[src/rtl/cpu_pkg.sv]
// rtl/cpu_pkg.sv - shared types for the instruction fetch stage
package cpu_pkg;
  localparam int WORD_W = 32;

  typedef enum logic {RUN, FLUSH} fetch_state_t;

  typedef struct packed {
    logic [WORD_W-1:0] instr;
    logic [WORD_W-1:0] pc;
  } entry_t;
endpackage

[src/rtl/fetch_unit_if.sv]
// rtl/fetch_unit_if.sv - instruction memory and decode-side signals of the fetch stage
interface fetch_unit_if;
  import cpu_pkg::*;

  logic              imem_req;
  logic [WORD_W-1:0] imem_addr;
  logic              imem_gnt;
  logic              imem_rvalid;
  logic [WORD_W-1:0] imem_rdata;
  logic              instr_valid;
  logic [WORD_W-1:0] instr;
  logic [WORD_W-1:0] instr_pc;
  logic              decode_ready;
  logic              redirect;
  logic [WORD_W-1:0] redirect_pc;

  modport master (
    output imem_req, imem_addr, instr_valid, instr, instr_pc,
    input  imem_gnt, imem_rvalid, imem_rdata, decode_ready, redirect, redirect_pc
  );

  modport slave (
    input  imem_req, imem_addr, instr_valid, instr, instr_pc,
    output imem_gnt, imem_rvalid, imem_rdata, decode_ready, redirect, redirect_pc
  );
endinterface

[src/rtl/fetch_queue.sv]
// rtl/fetch_queue.sv - small in-order FIFO with synchronous clear
module fetch_queue #(
  parameter int  DEPTH = 2,
  parameter type T     = logic [31:0],
  localparam int AW    = $clog2(DEPTH)
) (
  input  logic      clk,
  input  logic      rst,
  input  logic      push,
  input  T          push_data,
  input  logic      pop,
  input  logic      clear,
  output logic [AW:0] count,
  output T          head
);
  T              mem_q [DEPTH];
  logic [AW-1:0] wr_ptr_q, wr_ptr_d, rd_ptr_q, rd_ptr_d;
  logic [AW:0]   count_q, count_d;
  logic          do_push, do_pop;

  always_comb begin
    do_push  = push && !clear;
    do_pop   = pop && (count_q != '0) && !clear;
    wr_ptr_d = wr_ptr_q + AW'(do_push);
    rd_ptr_d = rd_ptr_q + AW'(do_pop);
    count_d  = count_q + (AW+1)'(do_push) - (AW+1)'(do_pop);
    if (clear) begin
      wr_ptr_d = '0;
      rd_ptr_d = '0;
      count_d  = '0;
    end
  end

  always_ff @(posedge clk or posedge rst) begin
    if (rst) begin
      wr_ptr_q <= '0;
      rd_ptr_q <= '0;
      count_q  <= '0;
    end else begin
      wr_ptr_q <= wr_ptr_d;
      rd_ptr_q <= rd_ptr_d;
      count_q  <= count_d;
    end
  end

  // A push is only legal with room before this cycle's pop is taken into account.
  always_ff @(posedge clk) begin
    if (do_push) begin
      mem_q[wr_ptr_q] <= push_data;
    end
    if (!rst && do_push) begin
      assert (count_q < (AW+1)'(DEPTH));
    end
  end

  assign count = count_q;
  assign head  = mem_q[rd_ptr_q];
endmodule

[src/rtl/fetch_unit.sv]
// rtl/fetch_unit.sv - PC, credit accounting, flush FSM and memory interface of instruction fetch
module fetch_unit
  import cpu_pkg::*;
#(
  parameter int                DEPTH    = 2,
  parameter logic [WORD_W-1:0] RESET_PC = 32'h0000_0000
) (
  input logic          clk,
  input logic          reset,
  fetch_unit_if.master bus
);
  localparam int CW = $clog2(DEPTH) + 1;

  fetch_state_t      state_q, state_d;
  logic [WORD_W-1:0] pc_q, pc_d;
  logic [CW-1:0]     outst_q, outst_d, stale_q, stale_d;
  logic [CW-1:0]     q_count, tag_count;
  entry_t            q_head, q_push_data;
  logic [WORD_W-1:0] tag_head;
  logic              q_push, tag_push, tag_pop, flush;
  logic              q_valid, instr_fire, req, issue;
  logic [CW:0]       credit_used;

  assign q_valid    = (q_count != '0);
  assign instr_fire = q_valid && bus.decode_ready;
  // The slot freed by this cycle's pop is reusable at once, so a full pipe keeps one word per cycle.
  assign credit_used = {1'b0, q_count} + {1'b0, outst_q} - (CW+1)'(instr_fire);
  assign req         = !reset && (state_q == RUN) && (credit_used < (CW+1)'(DEPTH));
  assign issue       = req && bus.imem_gnt;
  assign q_push_data = '{instr: bus.imem_rdata, pc: tag_head};

  assign bus.imem_req    = req;
  assign bus.imem_addr   = pc_q;
  assign bus.instr_valid = q_valid;
  assign bus.instr       = q_valid ? q_head.instr : '0;
  assign bus.instr_pc    = q_valid ? q_head.pc : '0;

  always_comb begin
    state_d  = state_q;
    pc_d     = pc_q;
    outst_d  = outst_q;
    stale_d  = stale_q;
    q_push   = 1'b0;
    tag_push = 1'b0;
    tag_pop  = 1'b0;
    flush    = 1'b0;
    if (bus.redirect) begin
      flush   = 1'b1;
      pc_d    = {bus.redirect_pc[WORD_W-1:2], 2'b00};
      stale_d = outst_q + CW'(issue) - CW'(bus.imem_rvalid);
      outst_d = stale_d;
      state_d = (stale_d != '0) ? FLUSH : RUN;
    end else begin
      case (state_q)
        RUN: begin
          tag_push = issue;
          q_push   = bus.imem_rvalid;
          tag_pop  = bus.imem_rvalid;
          outst_d  = outst_q + CW'(issue) - CW'(bus.imem_rvalid);
          if (issue) begin
            pc_d = pc_q + 32'd4;
          end
        end
        FLUSH: begin
          if (bus.imem_rvalid) begin
            stale_d = stale_q - CW'(1);
            outst_d = outst_q - CW'(1);
            if (stale_d == '0) begin
              state_d = RUN;
            end
          end
        end
        default: state_d = RUN;
      endcase
    end
  end

  always_ff @(posedge clk or posedge reset) begin
    if (reset) begin
      state_q <= RUN;
      pc_q    <= RESET_PC;
      outst_q <= '0;
      stale_q <= '0;
    end else begin
      state_q <= state_d;
      pc_q    <= pc_d;
      outst_q <= outst_d;
      stale_q <= stale_d;
    end
  end

  // In RUN every in-flight request owns exactly one address tag.
  always_ff @(posedge clk) begin
    if (!reset && state_q == RUN) begin
      assert (tag_count == outst_q);
    end
  end

  fetch_queue #(.DEPTH(DEPTH), .T(entry_t)) u_instr_q (
    .clk       (clk),
    .rst       (reset),
    .push      (q_push),
    .push_data (q_push_data),
    .pop       (instr_fire),
    .clear     (flush),
    .count     (q_count),
    .head      (q_head)
  );

  fetch_queue #(.DEPTH(DEPTH), .T(logic [WORD_W-1:0])) u_tag_q (
    .clk       (clk),
    .rst       (reset),
    .push      (tag_push),
    .push_data (pc_q),
    .pop       (tag_pop),
    .clear     (flush),
    .count     (tag_count),
    .head      (tag_head)
  );
endmodule

[src/flat_wrapper.sv]
// flat-port wrapper written by rule: the top's interface ports become plain ports
module fetch_unit_flat import cpu_pkg::*;
#(
  parameter int                DEPTH    = 2,
  parameter logic [WORD_W-1:0] RESET_PC = 32'h0000_0000
)
  (clk, reset, bus_imem_req, bus_imem_addr, bus_instr_valid, bus_instr, bus_instr_pc, bus_imem_gnt, bus_imem_rvalid, bus_imem_rdata, bus_decode_ready, bus_redirect, bus_redirect_pc);
  fetch_unit_if bus_i ();
  input logic clk;
  input logic reset;
  output wire logic [$bits(bus_i.imem_req)-1:0] bus_imem_req;
  output wire logic [$bits(bus_i.imem_addr)-1:0] bus_imem_addr;
  output wire logic [$bits(bus_i.instr_valid)-1:0] bus_instr_valid;
  output wire logic [$bits(bus_i.instr)-1:0] bus_instr;
  output wire logic [$bits(bus_i.instr_pc)-1:0] bus_instr_pc;
  input wire logic [$bits(bus_i.imem_gnt)-1:0] bus_imem_gnt;
  input wire logic [$bits(bus_i.imem_rvalid)-1:0] bus_imem_rvalid;
  input wire logic [$bits(bus_i.imem_rdata)-1:0] bus_imem_rdata;
  input wire logic [$bits(bus_i.decode_ready)-1:0] bus_decode_ready;
  input wire logic [$bits(bus_i.redirect)-1:0] bus_redirect;
  input wire logic [$bits(bus_i.redirect_pc)-1:0] bus_redirect_pc;
  assign bus_imem_req = bus_i.imem_req;
  assign bus_imem_addr = bus_i.imem_addr;
  assign bus_instr_valid = bus_i.instr_valid;
  assign bus_instr = bus_i.instr;
  assign bus_instr_pc = bus_i.instr_pc;
  assign bus_i.imem_gnt = bus_imem_gnt;
  assign bus_i.imem_rvalid = bus_imem_rvalid;
  assign bus_i.imem_rdata = bus_imem_rdata;
  assign bus_i.decode_ready = bus_decode_ready;
  assign bus_i.redirect = bus_redirect;
  assign bus_i.redirect_pc = bus_redirect_pc;
  fetch_unit #(.DEPTH(DEPTH), .RESET_PC(RESET_PC)) u_core (.clk(clk), .reset(reset), .bus(bus_i));
endmodule
[config.mk]
export PLATFORM = sky130hd
export DESIGN_NAME = fetch_unit_flat
export DESIGN_NICKNAME = d
export VERILOG_FILES = /design/src/rtl/cpu_pkg.sv /design/src/rtl/fetch_unit_if.sv /design/src/rtl/fetch_queue.sv /design/src/rtl/fetch_unit.sv /design/src/flat_wrapper.sv
export SDC_FILE = /design/constraint.sdc
export NUM_CORES = 1
export LEC_CHECK = 0
export BUFFER_PORTS_ARGS = -buffer_cell sky130_fd_sc_hd__buf_2
export CAP_MARGIN = 20
export CORE_UTILIZATION = 40
export DETAILED_ROUTE_END_ITERATION = 8
export PLACE_DENSITY = 0.57
export SYNTH_ARGS = -nofsm -noshare
export SYNTH_HDL_FRONTEND = slang
export SYNTH_HIERARCHICAL = 1
export SYNTH_SLANG_ARGS = --single-unit
[constraint.sdc]
create_clock -name clk -period 4.7 [get_ports clk]
set_input_delay 0.94 -clock clk [delete_from_list [all_inputs] [get_ports clk]]
set_output_delay 0.94 -clock clk [all_outputs]
set_load 0.01 [all_outputs]
==> impl_metrics.csv, run 1 <==
group,metric,value,unit
status,status,"finished clean",
pwr,powerDensity,386,nW/um^2
floorplan,die_width,160,um
placement,io_buffers,163,
sta,rsz0062_at_grt,"false",
yosys,ys_warn_count,6,
grt,antenna_found_initial,0,
placement,place_ws,0.759,ns
floorplan,io_pins,168,
worst_setup_path,worst_setup_path_start_kind,"register",
routing,drc,0,
floorplan,dieHeight,160,um
sta,fin_ws,1.09,ns
clock_tree,cts.htree.levels,1,
placement,gp_congestion,0.779,
worst_setup_path,crit_fanout,4,
worst_setup_path,r2r-end,"u_core/state_q$_DFF_PP0_",
sta,final_hold_viol_count,0,
clock_tree,cts_made_buffers,25,
grt,grt_max_degree,82,
floorplan,dieArea,25700,um^2
yosys,yosysTopAreaCell,"edfxtp_1",
sta,maxSlewHeadroom,49.0,%
sta,skew,0.0109,ns
sta,setup_violations,0,
worst_setup_path,worstRegToRegCells,16,
sta,finalCritPeriodShare,76.9,%
finish,seq_area,6840,um^2
worst_setup_path,endpoint_kind,"primary output",
clock_tree,clockBufferDepth,3,
grt,overflow,0,
floorplan,start_util,41.0,%
grt,grt_usage,15.7,%
routing,post_drt_wl_per_cell,17.0,um
yosys,synth.yosys.seq_area_share,68.3,%
pwr,ir_drop,0.226,mV
routing,num_vias,5695,
finish,area_growth,18.9,%
grt,grt_pass1_wl,31900,um
yosys,netlist_area,10000,um^2
clock_tree,clk_latency,0.51,ns
worst_setup_path,crit_type,"register to primary output",
finish,stdcell_count,1178,
clock_tree,postCtsSetupBuffers,0,
routing,drt_iter0_drc,287,
floorplan,rows,57,
yosys,syn_avg_cell_area,15.2,um^2
finish,drive_gt1_share,37.1,%
sta,worst_pin_slew,0.762,ns
worst_setup_path,worst-r2r-setup-slack,1.24,ns
yosys,synth_edf_count,192,
clock_tree,post_cts_resized,0,
finish,n_antenna_cell,0,
pwr,leakage,4.60,nW
sta,setup_tns,0,ns
clock_tree,path_clk_slew,0.06,ns
floorplan,coreArea,24500,um^2
yosys,synth_cell_types,42,
pwr,finalPower,4.59,mW
sta,drv_slew,0,
worst_setup_path,r2r_start,"u_core/u_instr_q/count[1]$_DFF_PP0_",
routing,postRouteWirelength,20100,um
yosys,synthCells,660,
flow_run,drv_cap,0,
finish,final_nets,923,
yosys,synth_area_leaders,"edfxtp_1 58%, mux2_2 11%, dfrtp_1 11%",
routing,ant_nets,0,
clock_tree,cts_root_buffer,"clkbuf_16",
yosys,synth_top_cell_area_share,57.5,%
finish,fill_cells,2164,
clock_tree,hold_buffers,0,
sta,fin_crit,3.61,ns
placement,dp.cells,1135,
yosys,dominantRegCellSynth,"edfxtp_1",
worst_setup_path,cp.arrival,2.67,ns
placement,hpwl,13200,um
finish,multi_input_area,2920,um^2
yosys,async_reset_ff_share,18.3,%
clock_tree,cts_tree,"built",
yosys,yosys_register_bits,235,
hold_path,hold_path.class,"input port to asynchronous set/reset pin",
grt,grt_pass1_vias,6006,
worst_setup_path,required,3.76,ns
finish,final_common_cell,"edfxtp_1",
routing,avgViaCountPerCell,4.83,
finish,layout_common_cells,"192 x edfxtp_1, 163 x buf_2, 97 x mux2_2, 66 x and2_1, 44 x nand2_1",
clock_tree,cts_sinks,235,
sta,max_freq,277,MHz
routing,drt_pre_antenna_iters,4,
-- flip-flops by register name (all words and copies together) (netlist names), 2 cells and up --
signal	count
u_core/u_instr_q/mem_q	128
u_core/u_tag_q/mem_q	64
u_core/bus.imem_addr	30
u_core/outst_q	2
u_core/stale_q	2
u_core/u_instr_q/count	2
u_core/u_tag_q/count	2
-- power breakdown --
part / switching [mW] / total [mW] / internal [mW]
clock network: 0.738 / 1.78 / 1.05
logic: 0.216 / 0.393 / 0.177
registers: 0.0804 / 2.42 / 2.34
total: 1.03 / 4.59 / 3.56
-- worst max path at each step --
stage,startpoint,end,cells after the start
after detailed placement,bus_decode_ready,u_core/u_tag_q/mem_q[0][22]$_DFFE_PP_,13
after floorplan,bus_decode_ready,u_core/u_tag_q/mem_q[1][0]$_DFFE_PP_,12
after CTS,u_core/u_instr_q/count[1]$_DFF_PP0_,bus_imem_req,9
final,u_core/u_instr_q/count[1]$_DFF_PP0_,bus_imem_req,9
after global routing,u_core/u_instr_q/count[1]$_DFF_PP0_,bus_imem_req,9
after global placement,bus_decode_ready,u_core/u_tag_q/mem_q[0][23]$_DFFE_PP_,13
-- layout make-up --
type,count,share of cell area [%]
sequential,235,57.4
multi-input combinational,377,24.5
timing repair buffer,177,7.73
clock buffer,35,5.65
tap,324,3.40
inverter,22,0.693
clock inverter,8,0.557
-- kinds of logic after synthesis --
family / Yosys count / synth area share [%]
compound gates: 39 / 1.99
xor+xnor: 36 / 3.42
fa+ha+maj: 15 / 1.95
buf+inv: 53 / 2.83
flops: 235 / 68.3
mux: 101 / 11.4
other cells: 1 / 0.0374
simple gates: 180 / 10.1
-- per-stage QoR --
step / utilization (%) / area, um^2 / hold slack (ns)
6_report: 48.7 / 11900 / 0.347
5_1_grt: 48.7 / 11900 / 0.348
4_1_cts: 48.7 / 11900 / 0.335
3_5_place_dp: 45.7 / 11200 / 0.552
3_3_place_gp: 45.7 / 11200 / 0.543
2_1_floorplan: - / 10000 / 0.528
-- Yosys cell counts, drive strengths merged (2+ instances only) --
master and instances:
nand4 4, inv 22, xnor3 2, nor3b 2, and2 66, nand2b 5
clkbuf 12, mux2 99, xor2 5, nor4 4, and4 4, mux2i 2
xnor2 29, nor3 12, and3 6, ha 14, edfxtp 192, dfrtp 43
a21oi 5, nand3 7, nor2 18, o21ai 33, buf 19, nand2 45
nor2b 4
-- metal layers --
metal  part of all wire [%]  GRT usage (%)  routed length, um
met5                      0              0                  0
met4                    1.1           3.98                223
met3                    5.3           2.88               1060
met2                     50           27.1              10000
met1                     44           20.4               8750
-- critical path: stages, from the launching register on --
cell,delay (ns)
dfrtp_1,0.40
inv_1,0.10
nand2_2,0.06
and2_1,0.17
ha_1,0.27
nand2b_1,0.15
fa_1,0.39
xor2_1,0.28
and3_1,0.22
buf_2,0.13
(Power assumes the default switching activity.)
==> run 2, diff against run 1 <==
clock period = 3.65 ns   (was 4.7 ns; I/O delays follow)
==> run 2 against run 1 <==
Effect of this change: cell count grew 0.76%; critical path type unchanged; critical path depth is the same; largest power group unchanged; sequential share of layout area shrank 1.1 points; hold slack got worse by 0.21 ns; clock skew grew 0.0022 ns; die area unchanged; clock power grew 44%; sequential power rose by 29%; non-clock buffer count is 3 higher; register-to-register slack got worse by 0.88 ns; combinational power rose by 30%; power up 35%.
==> impl_metrics.csv, run 2 (synthesis gave the netlist of run 1 again) <==
group,metric,value,unit
status,status,"finished clean",
finish,final_common_cell,"edfxtp_1",
sta,skew,0.0131,ns
flow_run,drv_cap,0,
sta,rsz0062_at_grt,"false",
pwr,switching_power,1.38,mW
pwr,finalPower,6.20,mW
clock_tree,hold_buffers,0,
clock_tree,cts_sinks,235,
finish,area_growth,21.2,%
clock_tree,clk_latency,0.52,ns
placement,dpl_cell_area,11300,um^2
sta,finalCritPeriodShare,93.2,%
clock_tree,cts_made_buffers,26,
pwr,combinationalPowerShare,8.3,%
sta,worst_pin_slew,0.703,ns
routing,postRouteWirelength,20000,um
routing,ant_nets,0,
finish,largest_register_ffs,128,
routing,drc,0,
worst_setup_path,worstRegToRegCells,16,
worst_setup_path,worst_setup_path_start_kind,"register",
sta,maxSlewHeadroom,53.1,%
finish,layout_common_cells,"192 x edfxtp_1, 163 x buf_2, 97 x mux2_2, 66 x and2_1, 44 x nand2_1",
floorplan,rows,57,
sta,final_hold_viol_count,0,
pwr,power.internal,4.82,mW
pwr,switching_share,22.3,%
placement,hpwl,13200,um
clock_tree,cts_tree,"built",
sta,setup_tns,0,ns
routing,avgViaCountPerCell,4.80,
floorplan,dieArea,25700,um^2
sta,max_freq,294,MHz
finish,final_util,49.6,%
placement,gp_congestion,0.804,
clock_tree,cts.htree.levels,1,
worst_setup_path,crit_fanout,4,
hold_path,hold_path.class,"input port to asynchronous set/reset pin",
clock_tree,postCtsSetupBuffers,0,
floorplan,coreArea,24500,um^2
pwr,powerDensity,511,nW/um^2
finish,stdcell_count,1187,
grt,grt_pass1_wl,32200,um
clock_tree,post_cts_resized,0,
worst_setup_path,critPathCapture,"bus_imem_req",
worst_setup_path,crit_type,"register to primary output",
worst_setup_path,endpoint_kind,"primary output",
clock_tree,clockBufferDepth,3,
clock_tree,cts_root_buffer,"clkbuf_16",
sta,fin_crit,3.40,ns
grt,antenna_found_initial,0,
worst_setup_path,worst-r2r-setup-slack,0.36,ns
pwr,power_frac_seq,50.2,%
grt,grt_pass1_vias,6096,
finish,fill_cells,2108,
floorplan,start_util,41.0,%
grt,grt_max_degree,81,
floorplan,io_pins,168,
floorplan,dieHeight,160,um
grt,overflow,0,
routing,drt_pre_antenna_iters,4,
floorplan,die_width,160,um
worst_setup_path,cp.arrival,2.67,ns
routing,num_vias,5700,
routing,post_drt_wl_per_cell,16.9,um
pwr,ir_drop,0.290,mV
grt,grt_usage,15.8,%
worst_setup_path,r2r_start,"u_core/u_instr_q/count[1]$_DFF_PP0_",
finish,regMostFlops,"u_core/u_instr_q/mem_q",
pwr,leakage,4.71,nW
finish,final_area,12100,um^2
routing,drt_iter0_drc,254,
worst_setup_path,cp-startpoint,"u_core/u_instr_q/count[1]$_DFF_PP0_",
placement,dp.cells,1138,
worst_setup_path,required,2.92,ns
pwr,p_clk_share,41.5,%
clock_tree,path_clk_slew,0.06,ns
sta,setup_violations,0,
worst_setup_path,r2r-end,"u_core/state_q$_DFF_PP0_",
placement,io_buffers,163,
sta,drv_slew,0,
finish,drive_gt1_share,38.2,%
finish,final_nets,927,
run 2: cell types whose count changed in the layout (fill, tap and decap cells not counted), sizes merged:
cell | previous run | this run
clkinv | 5 | 13
bufinv | 1 | 3
clkbuf | 35 | 31
buf | 177 | 180
inv | 23 | 22
diode | 0 | 1
run 2: area by class of cell:
| class | instances | area, um^2 | area share (%) |
|---|---|---|---|
| repair buffers | 180 | 1030 | 8.49 |
| clock buffers | 31 | 701 | 5.77 |
| well taps | 324 | 405 | 3.34 |
| multi-input cells | 377 | 2920 | 24.1 |
| flip-flops and latches | 235 | 6840 | 56.4 |
| clock inverters | 17 | 155 | 1.28 |
| diodes | 1 | 2.50 | 0.0206 |
| inverters | 22 | 82.6 | 0.680 |
run 2: stage by stage:
step	setup slack, ns	hold slack [ns]
2_1_floorplan	-0.0733	0.496
3_3_place_gp	0.158	0.547
3_5_place_dp	0.109	0.548
4_1_cts	0.223	0.134
5_1_grt	0.0675	0.140
6_report	0.247	0.142
run 2: power by group through the flow:
stage          Clock [mW]  Combinational, mW  Sequential, mW
2_1_floorplan           0              0.312            3.15
3_3_place_gp            0              0.497            3.16
3_5_place_dp            0              0.517            3.17
4_1_cts              2.65              0.522            3.12
5_1_grt              2.76              0.576            3.13
6_report             2.57              0.512            3.12
run 2: worst min path at each step:
stage	startpoint	endpoint	slack, ns
finish	reset	u_core/u_tag_q/wr_ptr_q$_DFF_PP0_	0.14
global route	reset	u_core/u_instr_q/wr_ptr_q$_DFF_PP0_	0.14
global placement	u_core/u_tag_q/mem_q[1][27]$_DFFE_PP_	u_core/u_instr_q/mem_q[0][27]$_DFFE_PP_	0.55
detailed placement	u_core/u_tag_q/mem_q[1][10]$_DFFE_PP_	u_core/u_instr_q/mem_q[1][10]$_DFFE_PP_	0.55
CTS	reset	u_core/u_tag_q/wr_ptr_q$_DFF_PP0_	0.13
floorplan	reset	u_core/u_instr_q/count[0]$_DFF_PP0_	0.50
run 2: critical path, stage by stage (launching register included):
cell and delay (ns):
dfrtp_1 0.39, inv_1 0.11, nand2_2 0.06, and2_1 0.17, ha_1 0.27, nand2b_1 0.15
fa_1 0.38, xor2_1 0.28, and3_1 0.22, buf_2 0.13
run 2: metal layers:
metal,share of wire (%),global-route usage (%),vias to the layer above
met5,0,0,-
met4,1.6,4.16,0
met3,5.1,2.94,25
met2,50,27.5,149
met1,44,20.3,2797
li1,-,-,2729
==> run 3, diff against run 2 <==
SETUP_SLACK_MARGIN = 0.4   (was unset)
==> run 3 against run 2 <==
Effect of this change: count of clock-buffer cells in the layout decreased by 5; sequential power about the same; maximum frequency is 7.2% higher; critical path depth shrank 1; core utilization up 0.48 points; routed wire length rose by 0.57%; critical endpoint unchanged; design area increased by 0.96%; largest power group unchanged; register-to-register slack better by 0.13 ns; sequential cell count unchanged.
==> impl_metrics.csv, run 3 (synthesis gave the netlist of run 1 again) <==
group,metric,value,unit
status,status,"finished clean",
pwr,ir_drop,0.218,mV
routing,drc,0,
worst_setup_path,endpoint_kind,"primary output",
sta,rsz0062_at_grt,"false",
placement,io_buffers,163,
routing,postRouteWirelength,20200,um
sta,drv_slew,0,
pwr,powerDensity,515,nW/um^2
sta,fin_ws,0.477,ns
worst_setup_path,cp.arrival,2.44,ns
grt,overflow,0,
sta,maxSlewHeadroom,39.2,%
finish,layout_common_cells,"192 x edfxtp_1, 163 x buf_2, 97 x mux2_2, 64 x and2_1, 44 x nand2_1",
clock_tree,cts_root_buffer,"clkbuf_16",
floorplan,dieHeight,160,um
worst_setup_path,critPathCapture,"bus_imem_req",
finish,stdcell_count,1190,
placement,dpl_cell_area,11300,um^2
floorplan,io_pins,168,
floorplan,coreArea,24500,um^2
sta,skew,0.0138,ns
pwr,finalPower,6.31,mW
floorplan,rows,57,
finish,largest_register_ffs,128,
worst_setup_path,r2r-end,"u_core/state_q$_DFF_PP0_",
floorplan,start_util,41.0,%
sta,finalCritPeriodShare,86.9,%
clock_tree,cts_made_buffers,25,
grt,grt_usage,15.8,%
clock_tree,cts_sinks,235,
placement,dp.cells,1138,
worst_setup_path,worst_setup_path_start_kind,"register",
routing,ant_nets,0,
pwr,leakage,4.75,nW
routing,drt_pre_antenna_iters,4,
grt,grt_pass1_wl,32100,um
finish,regMostFlops,"u_core/u_instr_q/mem_q",
worst_setup_path,r2r_start,"u_core/u_instr_q/count[0]$_DFF_PP0_",
clock_tree,clockBufferDepth,3,
placement,hpwl,13300,um
finish,final_util,50.1,%
clock_tree,cts.htree.levels,1,
worst_setup_path,crit_fanout,2,
flow_run,drv_cap,0,
finish,final_nets,932,
finish,fill_cells,2078,
grt,grt_max_degree,81,
routing,post_drt_wl_per_cell,16.9,um
floorplan,die_width,160,um
routing,drt_iter0_drc,232,
grt,grt_pass1_vias,6119,
clock_tree,path_clk_slew,0.06,ns
sta,setup_tns,0,ns
worst_setup_path,crit_type,"register to primary output",
placement,gp_congestion,0.775,
sta,final_hold_viol_count,0,
sta,worst_pin_slew,0.912,ns
sta,hold_slack,0.140,ns
finish,area_growth,22.3,%
sta,max_freq,315,MHz
finish,drive_gt1_share,40.3,%
floorplan,dieArea,25700,um^2
sta,setup_violations,0,
sta,fin_crit,3.17,ns
clock_tree,cts_tree,"built",
finish,n_antenna_cell,0,
worst_setup_path,worstRegToRegCells,16,
routing,avgViaCountPerCell,4.84,
clock_tree,clk_latency,0.51,ns
grt,antenna_found_initial,0,
worst_setup_path,cp-startpoint,"u_core/u_instr_q/count[0]$_DFF_PP0_",
placement,place_ws,0.131,ns
worst_setup_path,worst-r2r-setup-slack,0.49,ns
finish,final_common_cell,"edfxtp_1",
routing,num_vias,5756,
clock_tree,hold_buffers,0,
hold_path,hold_path.class,"input port to asynchronous set/reset pin",
worst_setup_path,required,2.92,ns
finish,final_area,12300,um^2
## run 3: what timing repair did
item                                    in CTS  in global routing
resized for setup                            5                  3
gates cloned                                 0                  0
buffers inserted                             3                  3
pin swaps                                    2                  6
endpoints found under the setup margin       3                 10
## run 3: critical path, cell delays in order (launching register included)
cell and delay (ns):
dfrtp_1 0.39, inv_2 0.09, nand2_2 0.07, and2_4 0.15, ha_4 0.20, nand2b_4 0.14
fa_2 0.57, and3_1 0.17, buf_2 0.13
## run 3: where the power goes
| group | internal, mW | leakage, nW | switching (mW) | total, mW |
|---|---|---|---|---|
| registers | 3.01 | 2.26 | 0.109 | 3.12 |
| clock network | 1.62 | 0.421 | 1.01 | 2.63 |
| logic | 0.273 | 2.07 | 0.294 | 0.567 |
| total | 4.90 | 4.75 | 1.42 | 6.31 |
## run 3: area by class of cell
type | count | area (um^2) | share of cell area (%)
tap | 324 | 405 | 3.31
clock inverter | 20 | 243 | 1.98
multi-input combinational | 377 | 2980 | 24.3
timing repair buffer | 186 | 1080 | 8.78
sequential | 235 | 6840 | 55.8
clock buffer | 26 | 629 | 5.13
inverter | 22 | 82.6 | 0.674
## run 3: worst min-delay path by stage
stage	to	depth (start not counted)	start	slack, ns
2_1_floorplan	u_core/u_instr_q/count[0]$_DFF_PP0_	1	reset	0.50
3_3_place_gp	u_core/u_instr_q/mem_q[0][22]$_DFFE_PP_	1	u_core/u_tag_q/mem_q[0][22]$_DFFE_PP_	0.54
3_5_place_dp	u_core/u_instr_q/mem_q[0][21]$_DFFE_PP_	1	u_core/u_tag_q/mem_q[1][21]$_DFFE_PP_	0.55
4_1_cts	u_core/u_tag_q/count[1]$_DFF_PP0_	2	reset	0.13
5_1_grt	u_core/u_instr_q/count[0]$_DFF_PP0_	2	reset	0.14
6_report	u_core/u_tag_q/count[1]$_DFF_PP0_	2	reset	0.14
## run 3: metal layers
layer  vias to the layer above  GRT usage (%)  part of all wire [%]
li1                       2742              -                     -
met1                      2822           20.2                    44
met2                       162           27.5                    49
met3                        30           3.22                   5.6
met4                         0           3.64                   1.8
met5                         -              0                     0
